[config.mk]
export PLATFORM = sky130hd
export DESIGN_NAME = ex_mul_unit
export DESIGN_NICKNAME = d
export VERILOG_FILES = /design/src/rtl/ex_mul_unit_pkg.sv /design/src/rtl/ex_mul_unit.sv
export SDC_FILE = /design/constraint.sdc
export NUM_CORES = 1
export LEC_CHECK = 0
export CORE_MARGIN = 2
export CORE_UTILIZATION = 30
export CTS_BUF_LIST = sky130_fd_sc_hd__clkbuf_8
export CTS_CLUSTER_DIAMETER = 100
export DETAILED_ROUTE_END_ITERATION = 8
export HOLD_SLACK_MARGIN = 0.02
export PLACE_DENSITY_LB_ADDON = 0.3
export SYNTH_ARGS = -nofsm -noshare
export SYNTH_HDL_FRONTEND = slang
export SYNTH_SLANG_ARGS = --single-unit
[constraint.sdc]
create_clock -name clk -period 6.8 [get_ports clk]
set_clock_uncertainty 0.05 [all_clocks]
set_input_delay 1.36 -clock clk [delete_from_list [all_inputs] [get_ports clk]]
set_output_delay 1.36 -clock clk [all_outputs]
set_load 0.005 [all_outputs]
[src/rtl/ex_mul_unit_pkg.sv]
// ex_mul_unit_pkg
//   Shared constants for the EX-stage iterative multiplier: FSM state
//   encoding, default operand width and register-index width.
package ex_mul_unit_pkg;

    localparam logic [1:0] MUL_IDLE = 2'd0;
    localparam logic [1:0] MUL_BUSY = 2'd1;
    localparam logic [1:0] MUL_DONE = 2'd2;

    localparam int MUL_WIDTH = 32;
    localparam int REG_IDX_W = 5;

endpackage

[src/rtl/ex_mul_unit.sv]
// ex_mul_unit
//   Iterative shift-add multiplier sitting in EX behind the forwarding unit.
//   A MUL is accepted from IDLE, runs exactly WIDTH shift-add iterations in
//   BUSY while holding the front of the pipeline with mul_stall, then
//   presents the low WIDTH bits of the product for one cycle in DONE.
//
// Ports
//   clk                  in   clock, all state on rising edge
//   reset                in   synchronous active-high reset
//   mul_req_ID_EX_OUT    in   instruction in EX is a MUL
//   fwS1_data            in   forwarded multiplicand
//   fwS2_data            in   forwarded multiplier
//   rgD_index_ID_EX_OUT  in   destination register of the MUL in EX
//   flush                in   kill the instruction in EX
//   mul_stall            out  freeze PC, IF/ID, ID/EX; bubble into EX/M
//   mul_done             out  result valid this cycle
//   mul_result           out  low WIDTH bits of the product
//   mul_rgD_index        out  destination index latched at accept
//   mul_writeRg          out  register write enable (same as mul_done)
module ex_mul_unit
    import ex_mul_unit_pkg::*;
#(
    parameter int WIDTH = MUL_WIDTH
) (
    input  logic                 clk,
    input  logic                 reset,
    input  logic                 mul_req_ID_EX_OUT,
    input  logic [WIDTH-1:0]     fwS1_data,
    input  logic [WIDTH-1:0]     fwS2_data,
    input  logic [REG_IDX_W-1:0] rgD_index_ID_EX_OUT,
    input  logic                 flush,
    output logic                 mul_stall,
    output logic                 mul_done,
    output logic [WIDTH-1:0]     mul_result,
    output logic [REG_IDX_W-1:0] mul_rgD_index,
    output logic                 mul_writeRg
);

    localparam int              CNT_W    = $clog2(WIDTH);
    localparam logic [CNT_W-1:0] CNT_LAST = CNT_W'(WIDTH - 1);

    logic [1:0]           state_reg, state_next;
    logic [WIDTH-1:0]     a_reg, b_reg, acc_reg;
    logic [CNT_W-1:0]     cnt_reg;
    logic [REG_IDX_W-1:0] rd_reg;
    logic                 accept;

    assign accept = (state_reg == MUL_IDLE) && mul_req_ID_EX_OUT && !flush;

    // Flush kills whatever is in EX, so it wins over every state.
    // DONE always returns to IDLE: the MUL that produced the result is still
    // visible on mul_req_ID_EX_OUT in that cycle and must not restart.
    always_comb begin
        state_next = state_reg;
        if (flush) begin
            state_next = MUL_IDLE;
        end else begin
            case (state_reg)
                MUL_IDLE: if (accept) state_next = MUL_BUSY;
                MUL_BUSY: if (cnt_reg == CNT_LAST) state_next = MUL_DONE;
                MUL_DONE: state_next = MUL_IDLE;
                default:  state_next = MUL_IDLE;
            endcase
        end
    end

    always_ff @(posedge clk) begin
        if (reset) begin
            state_reg <= MUL_IDLE;
            a_reg     <= '0;
            b_reg     <= '0;
            acc_reg   <= '0;
            cnt_reg   <= '0;
            rd_reg    <= '0;
        end else begin
            state_reg <= state_next;
            if (accept) begin
                // Operands are captured here because the forwarded values
                // may change while the pipeline is stalled.
                a_reg   <= fwS1_data;
                b_reg   <= fwS2_data;
                rd_reg  <= rgD_index_ID_EX_OUT;
                acc_reg <= '0;
                cnt_reg <= '0;
            end else if (state_reg == MUL_BUSY && !flush) begin
                // Fixed WIDTH iterations; no early exit when b runs out of ones.
                if (b_reg[0]) acc_reg <= acc_reg + a_reg;
                a_reg   <= a_reg << 1;
                b_reg   <= b_reg >> 1;
                cnt_reg <= cnt_reg + 1'b1;
            end
        end
    end

    // Stall is combinational so the accepting cycle already freezes the front end.
    assign mul_stall     = !flush && (accept || state_reg == MUL_BUSY);
    assign mul_done      = !flush && (state_reg == MUL_DONE);
    assign mul_writeRg   = mul_done;
    assign mul_result    = acc_reg;
    assign mul_rgD_index = rd_reg;

endmodule

Word-level counts from Yosys, hierarchy flattened
Index checks and enable logic that the tools add are counted.
Storage, ports and cells
  flip-flop bits (word level): 108
  latch bits: 0
  bits in writable memories: 0
  ROM bits: 0
  logic and storage cells: 33
  memories kept: 0
Operators by class
  add/subtract/negate cells: 2
  multipliers: 0
  divide/modulo/power cells: 0
  $lt $le $gt $ge: 0
  equal/unequal tests: 5
  shifts and indexed selects: 0
  mux-type cells: 7
  bitwise operators: 0
  reduce and logical (&&, ||, !) cells: 13
Operator list (number)
  $mux 32: 4
  $add 32x32->32: 1
  $add 5x1->5 const B: 1
  $eq 5x5->1 const B: 1
  $logic_and 1x1->1: 5
  $mux 2: 2
  $ne 2x2->1 const B: 2
  $pmux 2 s2: 1
  $reduce_and 2->1: 2
  $reduce_or 2->1: 2
  $eq 2x1->1 const B: 1
  $eq 2x2->1 const B: 1
  $logic_not 2->1: 1
  $reduce_bool 2->1: 1
  $logic_not 1->1: 1
  $logic_or 1x1->1: 1

Longest topological paths before layout
Gate-level depths: netlist of run 1.
  depth in word-level cells: 5
  depth in mapped cells: 9

Least setup slack after synthesis of run 1
Ideal clock, no wire load.
  path type: input to output
  start: input flush
  end: output mul_stall
  arrival: 2.219 ns
  setup slack: 3.171 ns
  stages: 4
  buffers on the path: 1
  cell sequence: nor4b_2 nor2_1 clkbuf_1 inv_1
On the way
  longest elaborated chain between the ends: 4
Ends and longest elaborated chain
  start, declared: line ex_mul_unit.sv:31  | input logic flush,
  $logic_not 1->1 *: line ex_mul_unit.sv:48, ex_mul_unit.sv:96
  $logic_and 1x1->1: line ex_mul_unit.sv:48  | assign accept = (state_reg == MUL_IDLE) && mul_req_ID_EX_OUT && !flush;
  $logic_or 1x1->1: line ex_mul_unit.sv:96  | assign mul_stall = !flush && (accept || state_reg == MUL_BUSY);
  $logic_and 1x1->1 *: line ex_mul_unit.sv:96
  end, declared: line ex_mul_unit.sv:32  | output logic mul_stall,
Mark *: on every way between the ends. The rest lies on a longest branch, timed or not.

Worst setup path after layout of run 1
Ends and elaborated chain as after synthesis.

==> impl_metrics.env, run 1 <==
export IMPL_status="finished clean"
export IMPL_vdd_drop_max_v=0.0001297
export IMPL_p_per_area_nw_per_um2=167.4
export IMPL_yosys_warnings=0
export IMPL_insertion_delay_ns=0.41
export IMPL_rows=50
export IMPL_port_buffers=112
export IMPL_clock_fmax_mhz=236.8
export IMPL_grt_pass1_wl_um=26570
export IMPL_numCtsBuffers=9
export IMPL_fillers=1922
export IMPL_syn_area_um2=5804
export IMPL_slew_violations=0
export IMPL_hold_path_class="flop to flop"
export IMPL_fp_dieW_um=143.1
export IMPL_top_level_ports=113
export IMPL_gr_total_overflow=0
export IMPL_critPathLaunchType="input port"
export IMPL_grt_setup_unrepaired="no"
export IMPL_cts_tree="done"
export IMPL_dr_pass1_iters=5
export IMPL_antenna_found_initial=0
export IMPL_arrival_ns=2.81
export IMPL_root_buffer="clkbuf_8"
export IMPL_hold_violations=0
export IMPL_finish_utilization_pct=38.74
export IMPL_grt_util_all_layers_pct=16.23
export IMPL_grt_max_degree=75
export IMPL_htreeDepth=3
export IMPL_gp_congestion=0.8475
export IMPL_synthArstFlopShare_pct=0
export IMPL_via_per_inst=5.148
export IMPL_worstMarginPinSlew_ns=1.029
export IMPL_cap_violations=0
export IMPL_layout_commonest_cell="nand2_1"
export IMPL_post_cts_buffers=0
export IMPL_syn_nets=827
export IMPL_r2r_slack_ns=3.69
export IMPL_ys_seq_area_share_pct=37.25
export IMPL_cts_resized=0
export IMPL_syn2layout_area_growth_pct=25.70
export IMPL_synth_edf_count=0
export IMPL_grt_pass1_vias=5243
export IMPL_postCtsHoldBufs=0
export IMPL_dp_hpwl_um=11460
export IMPL_die_h_um=143.1
export IMPL_setup_viol=0
export IMPL_cts_sinks=108
export IMPL_multi_input_area_um2=3427
export IMPL_endpoint_kind="output port"
export IMPL_avgSynthCellArea_um2=8.062
export IMPL_final_cell_mix="nand2_1, clkdlybuf4s50_1, dfxtp_1"
export IMPL_drc=0
export IMPL_critical_path_peak_fanout=4
export IMPL_crit_type="input port to output port"
export IMPL_fin_setup_tns_ns=0
export IMPL_power_switching_w=0.0003499
export IMPL_min_period_over_period_pct=62.11
export IMPL_swShare_pct=28.64
export IMPL_maxSlewHeadroom_pct=31.12
export IMPL_p_int_w=0.0008716
export IMPL_drive_gt1_share_pct=3.875
export IMPL_syn_inst=720
export IMPL_critPathRequiredTime_ns=5.39
export IMPL_seqPwrFrac_pct=54.7
export IMPL_synth_cell_types=55
export IMPL_final_min_clock_period_ns=4.223
export IMPL_ys_ff_latch=108
export IMPL_power_leakage_nw=2.761
export IMPL_clock_path_buffers=2
export IMPL_synthFlopType="dfxtp_1"
export IMPL_initial_utilization_pct=30.82
export IMPL_layout_nets=902
export IMPL_core_region_area_um2=18830
export IMPL_ant_nets=0
export IMPL_wl_per_cell_um=15.70
export IMPL_p_clk_share_pct=33.1
export IMPL_vias=5457
export IMPL_routed_wirelength_um=16640
export IMPL_clkSlewWorstSetupHoldPaths_ns=0.12
export IMPL_register_area_um2=2162
export IMPL_num_antenna_cells=0
export IMPL_floorplan_die_area_um2=20480
export IMPL_combPwrFrac_pct=12.2
export IMPL_drt_initial_drc_count=403
## stage by stage
| step | power (W) | setup slack, ns | instance area (µm²) | hold slack [ns] | instances |
|---|---|---|---|---|---|
| after floorplan | 0.0007597 | 3.171 | 5804 | 0.3860 | 720 |
| after global placement | 0.0008313 | 2.308 | 7094 | 0.3918 | 1044 |
| after detailed placement | 0.0008324 | 2.196 | 7094 | 0.3964 | 1044 |
| after CTS | 0.001237 | 2.570 | 7296 | 0.4132 | 1060 |
| after global routing | 0.001276 | 2.263 | 7296 | 0.4286 | 1060 |
| final | 0.001221 | 2.577 | 7296 | 0.4118 | 1060 |
## cell type report
type | count | share of cell area, %
multi-input cells | 552 | 46.97
flip-flops and latches | 108 | 29.63
repair buffers | 117 | 15.81
well taps | 260 | 4.459
clock buffers | 9 | 1.698
clock inverters | 7 | 1.063
inverters | 7 | 0.3601
## worst paths after layout
kind / cells after the start / end / startpoint
setup / recovery: 6 / mul_stall / flush
hold / removal: 2 / b_reg[24] / b_reg[24]
setup reg to reg: 8 / mul_result[30] / state_reg[1]
hold reg to reg: 2 / b_reg[24] / b_reg[24]
## synthesized netlist by cell type (3+ instances only)
cell type	count	area share (%)
xnor2_1	11	1.7
a22oi_1	65	8.4
buf_2	3	0.26
nand3b_1	3	0.39
mux2i_1	10	1.7
o31ai_1	4	0.52
o22ai_1	3	0.32
or3_1	6	0.65
o21ai_1	3	0.26
a211oi_1	8	1.0
inv_1	7	0.45
nor2_1	36	2.3
nor3_1	6	0.52
xor2_1	15	2.3
ha_1	33	7.1
nand4_1	8	0.86
a211o_1	5	0.75
o21a_1	3	0.39
nand3_1	4	0.34
and3_1	7	0.75
nand2_1	135	8.7
o21bai_1	3	0.39
clkbuf_1	47	3.0
a31oi_1	5	0.54
a21o_1	15	1.9
o21ai_0	24	2.1
dfxtp_1	108	37
a21oi_1	104	9.0
## routing by layer
metal  vias up  global-route usage (%)  share of wire (%)
met5         -                       0                  0
met4         0                   6.931                2.4
met3        20                   3.085                5.4
met2       126                   25.74                 46
met1      2544                   21.52                 46
li1       2767                       -                  -
## power groups by stage
stage	clock network, W	registers [W]	logic (W)
finish	0.000405	0.000668	0.000149
global route	0.000440	0.000671	0.000164
CTS	0.000419	0.000668	0.000151
detailed placement	0	0.000682	0.000150
global placement	0	0.000682	0.000149
floorplan	0	0.000678	0.0000819
## worst max-delay path, stage by stage
cell and delay [ns]:
clkdlybuf4s50_1 0.49, nor2_1 0.18, and2_2 0.20, nor2_4 0.04, inv_1 0.06, clkdlybuf4s50_1 0.49
## kinds of logic (layout without fill, tap and decap cells)
family,after synthesis,in the layout,share of synthesized area (%)
AOI/OAI and AO/OA,263,263,29.06
and+or+nand+nor,218,218,16.38
DFF,108,108,37.25
muxes,11,11,1.919
xor gates and xnor gates,26,26,3.923
adders and majority gates,34,34,7.459
buffers and inverters,60,140,4.010
Power figures use the tool's default switching activity.
==> run 2: changes to the inputs <==
Clock period 6.8 ns to 3.75 ns, I/O delays scaled along.
==> run 2 against run 1 <==
  * First-iteration DRC count rose by 6.7%
  * Utilization rose by 0.060 points
  * Critical endpoint unchanged
  * Highest routed layer unchanged
  * Largest power group unchanged
  * Via count rose by 0.42%
==> impl_metrics.env, run 2 (synthesis results as in run 1) <==
export IMPL_layout_nets=906
export IMPL_clkSlewWorstSetupHoldPaths_ns=0.10
export IMPL_htreeDepth=3
export IMPL_p_per_area_nw_per_um2=298.6
export IMPL_top_level_ports=113
export IMPL_dp_hpwl_um=11520
export IMPL_crit_type="input port to output port"
export IMPL_total_power_w=0.002182
export IMPL_top_usage_layer="met2"
export IMPL_final_min_clock_period_ns=3.132
export IMPL_cts_tree="done"
export IMPL_hold_path_class="flop to flop"
export IMPL_root_buffer="clkbuf_8"
export IMPL_via_per_inst=5.150
export IMPL_final_cell_mix="nand2_1, clkdlybuf4s50_1, dfxtp_1"
export IMPL_cap_violations=0
export IMPL_use_met3_pct=4.359
export IMPL_dr_pass1_iters=4
export IMPL_crit_start="flush"
export IMPL_stdcell_count=1064
export IMPL_post_cts_buffers=0
export IMPL_floorplan_die_area_um2=20480
export IMPL_status="finished clean"
export IMPL_grt_pass1_wl_um=26800
export IMPL_gr_total_overflow=0
export IMPL_clock_path_buffers=2
export IMPL_antenna_found_initial=0
export IMPL_maxSlewHeadroom_pct=29.64
export IMPL_grt_util_all_layers_pct=16.30
export IMPL_arrival_ns=2.33
export IMPL_met2_usage_pct=25.99
export IMPL_critical_path_peak_fanout=5
export IMPL_postCtsHoldBufs=0
export IMPL_endpoint_kind="output port"
export IMPL_grt_setup_unrepaired="no"
export IMPL_setup_viol=0
export IMPL_drc=0
export IMPL_slew_violations=0
export IMPL_layout_commonest_cell="nand2_1"
export IMPL_wl_per_cell_um=15.42
export IMPL_layout_setup_ws_ns=0.6180
export IMPL_grt_pass1_vias=5294
export IMPL_dp_slack_ns=0.6108
export IMPL_hold_ws_ns=0.4085
export IMPL_insertion_delay_ns=0.40
export IMPL_grt_max_degree=68
export IMPL_gr_usage_met1_pct=21.73
export IMPL_fp_dieW_um=143.1
export IMPL_clock_fmax_mhz=319.3
export IMPL_num_antenna_cells=0
export IMPL_min_period_over_period_pct=83.52
export IMPL_dp_cells=1048
export IMPL_numCtsBuffers=9
export IMPL_vias=5480
export IMPL_cts_resized=0
export IMPL_drt_initial_drc_count=430
export IMPL_core_region_area_um2=18830
export IMPL_cts_sinks=108
export IMPL_power_leakage_nw=2.779
export IMPL_hold_violations=0
export IMPL_ant_nets=0
export IMPL_drive_gt1_share_pct=4.353
export IMPL_syn2layout_area_growth_pct=25.89
export IMPL_vdd_drop_max_v=0.0001957
export IMPL_rr_startpoint="mul_result[0]"
export IMPL_fin_setup_tns_ns=0
export IMPL_gp_congestion=0.8741
export IMPL_critPathLaunchType="input port"
export IMPL_port_buffers=112
export IMPL_initial_utilization_pct=30.82
export IMPL_routed_wirelength_um=16410
export IMPL_rows=50
export IMPL_worstMarginPinSlew_ns=1.052
export IMPL_critPathRequiredTime_ns=2.95
export IMPL_min_from="b_reg[27]"
export IMPL_die_h_um=143.1
==> run 2: cell types whose count changed in the layout (fill, tap and decap cells not counted) <==
cell,delta
clkinvlp_4,-1
buf_4,+4
clkinv_2,+2
clkbuf_8,+1
inv_6,+1
clkinv_8,-2
inv_8,-1
==> run 2: routing by layer <==
metal | vias to the layer above | wire length [µm] | part of all wire, %
li1 | 2777 | - | -
met1 | 2574 | 7729 | 47
met2 | 112 | 7579 | 46
met3 | 17 | 887 | 5.4
met4 | 0 | 214 | 1.3
met5 | - | 0 | 0
==> run 2: final timing paths <==
path / slack, ns / to / cells past startpoint
setup / recovery: 0.62 / mul_stall / 5
hold / removal: 0.41 / b_reg[27] / 2
setup reg to reg: 0.70 / mul_result[30] / 9
hold reg to reg: 0.41 / b_reg[27] / 2
==> run 2: critical path, stage by stage <==
cell and delay, ns:
clkdlybuf4s50_1 0.50, nor4b_4 0.45, nor2_4 0.08, inv_1 0.06, clkdlybuf4s50_1 0.49
==> run 2: power breakdown <==
| part | total [W] | leakage (nW) | internal, W | switching [W] |
|---|---|---|---|---|
| clock | 0.000700 | 0.0974 | 0.000266 | 0.000433 |
| sequential | 0.00121 | 0.878 | 0.00118 | 0.0000265 |
| combinational | 0.000272 | 1.80 | 0.000134 | 0.000137 |
==> run 2: area by class of cell <==
class,count,area [µm²]
multi-input combinational,552,3427
clock inverter,6,45.04
tap,260,325.3
fill,1936,11520
sequential,108,2162
timing repair buffer,121,1184
clock buffer,10,137.6
inverter,7,26.28
==> run 2: metrics by stage <==
step	area, µm²	util (%)
after floorplan	5804	-
after global placement	7124	37.83
after detailed placement	7124	37.83
after CTS	7307	38.80
after global routing	7307	38.80
final	7307	38.80
==> run 3: changes to the inputs <==
Clock period 3.75 ns to 2.8 ns, I/O delays scaled along.
==> run 3 against run 2 <==
  * Worst hold slack improved by 0.00072 ns
  * Final area rose by 2.8%
  * Combinational power up 37%
  * Cell count up 1.8%
  * Die area stayed put
  * Wire length rose by 1.7%
  * Power is 36% higher
  * Sequential power up 34%
  * Critical endpoint is now mul_result[30]
  * Largest power group unchanged
  * Highest routed layer unchanged
==> impl_metrics.env, run 3 (synthesis results as in run 1) <==
export IMPL_seqPwrFrac_pct=54.8
export IMPL_die_h_um=143.1
export IMPL_port_buffers=112
export IMPL_cts_sinks=108
export IMPL_top_level_ports=113
export IMPL_endpoint_kind="flop"
export IMPL_drt_initial_drc_count=378
export IMPL_via_per_inst=5.092
export IMPL_setup_viol=0
export IMPL_grt_pass1_vias=5414
export IMPL_core_region_area_um2=18830
export IMPL_cap_violations=0
export IMPL_power_switching_w=0.0008367
export IMPL_p_per_area_nw_per_um2=393.8
export IMPL_initial_utilization_pct=30.82
export IMPL_clkSlewWorstSetupHoldPaths_ns=0.12
export IMPL_hold_ws_ns=0.4092
export IMPL_met2_usage_pct=27.27
export IMPL_p_int_w=0.002121
export IMPL_worstMarginPinSlew_ns=0.7134
export IMPL_root_buffer="clkbuf_8"
export IMPL_maxSlewHeadroom_pct=52.44
export IMPL_swShare_pct=28.29
export IMPL_hold_path_class="flop to flop"
export IMPL_ant_nets=0
export IMPL_gp_congestion=0.8592
export IMPL_dp_slack_ns=-0.03806
export IMPL_grt_util_all_layers_pct=16.60
export IMPL_wl_per_cell_um=15.40
export IMPL_drc=0
export IMPL_use_met3_pct=3.722
export IMPL_htreeDepth=3
export IMPL_finish_utilization_pct=39.89
export IMPL_fp_dieW_um=143.1
export IMPL_vias=5515
export IMPL_final_min_clock_period_ns=2.720
export IMPL_fin_setup_tns_ns=0
export IMPL_antenna_found_initial=0
export IMPL_p_clk_share_pct=32.6
export IMPL_top_usage_layer="met2"
export IMPL_power_leakage_nw=2.874
export IMPL_layout_nets=925
export IMPL_grt_pass1_wl_um=27370
export IMPL_vdd_drop_max_v=0.0002801
export IMPL_min_period_over_period_pct=97.15
export IMPL_status="finished clean"
export IMPL_fin_area_um2=7511
export IMPL_gr_usage_met1_pct=21.88
export IMPL_dp_hpwl_um=12010
export IMPL_critPathRequiredTime_ns=3.04
export IMPL_fillers=1947
export IMPL_layout_setup_ws_ns=0.07980
export IMPL_routed_wirelength_um=16680
export IMPL_layout_commonest_cell="nand2_1"
export IMPL_rows=50
export IMPL_clock_fmax_mhz=367.6
export IMPL_postCtsHoldBufs=0
export IMPL_critical_path_peak_fanout=2
export IMPL_critPathLaunchType="flop"
export IMPL_placed_cell_area_um2=7244
export IMPL_clock_path_buffers=2
export IMPL_dr_pass1_iters=4
export IMPL_drive_gt1_share_pct=7.655
export IMPL_grt_max_degree=65
export IMPL_crit_type="flop to flop"
export IMPL_cts_tree="done"
export IMPL_slew_violations=0
export IMPL_combPwrFrac_pct=12.6
export IMPL_num_antenna_cells=0
export IMPL_grt_setup_unrepaired="no"
export IMPL_arrival_ns=2.96
export IMPL_hold_violations=0
export IMPL_numCtsBuffers=9
export IMPL_insertion_delay_ns=0.39
export IMPL_floorplan_die_area_um2=20480
export IMPL_syn2layout_area_growth_pct=29.40
export IMPL_gr_total_overflow=0
export IMPL_final_cell_mix="nand2_1, clkdlybuf4s50_1, dfxtp_1"
-- run 3: metrics by stage --
stage          cells  power (W)
6_report        1083   0.002958
5_1_grt         1083   0.003095
4_1_cts         1081   0.003003
3_5_place_dp    1064   0.002029
3_3_place_gp    1064   0.002027
2_1_floorplan    720   0.001845
-- run 3: power by group through the flow --
| stage | sequential, W | clock [W] | combinational [W] |
|---|---|---|---|
| 2_1_floorplan | 0.00165 | 0 | 0.000199 |
| 3_3_place_gp | 0.00166 | 0 | 0.000371 |
| 3_5_place_dp | 0.00166 | 0 | 0.000373 |
| 4_1_cts | 0.00162 | 0.00101 | 0.000374 |
| 5_1_grt | 0.00163 | 0.00105 | 0.000413 |
| 6_report | 0.00162 | 0.000964 | 0.000373 |
-- run 3: worst max-delay path: stages, from the launching register on --
cell and delay [ns]:
dfxtp_1 0.33, ha_1 0.22, fa_2 0.35, a21o_1 0.20, a221oi_4 0.32, or3_4 0.19, a41oi_2 0.14, o31a_1 0.34
nor4b_1 0.15, or3_1 0.34
-- run 3: final timing paths --
check                                    from             end  slack (ns)  cells after the start
worst max register to register  mul_result[0]  mul_result[30]        0.08                      9
worst min-delay path                b_reg[28]       b_reg[28]        0.41                      2
worst min register to register      b_reg[28]       b_reg[28]        0.41                      2
worst max-delay path            mul_result[0]  mul_result[30]        0.08                      9
-- run 3: final cells by class --
type / instances / area, µm² / area share (%)
clock buffer: 9 / 123.9 / 1.649
clock inverter: 7 / 71.32 / 0.9495
inverter: 7 / 26.28 / 0.3498
multi-input combinational: 552 / 3472 / 46.23
sequential: 108 / 2163 / 28.80
tap: 260 / 325.3 / 4.331
timing repair buffer: 140 / 1329 / 17.69
-- run 3: repair_timing --
item / 4_1_cts / 5_1_grt
hold endpoints to repair: 0 / 0
gates resized for setup: 2 / 9
buffers inserted: 1 / 2
pin swaps: 1 / 5
setup endpoints to repair: 1 / 8
-- run 3: per-layer routing --
| layer | vias to the layer above | part of all wire (%) |
|---|---|---|
| met2 | 107 | 46 |
| met4 | 0 | 1.5 |
| met1 | 2578 | 47 |
| li1 | 2816 | - |
| met3 | 14 | 5.4 |
| met5 | - | 0 |
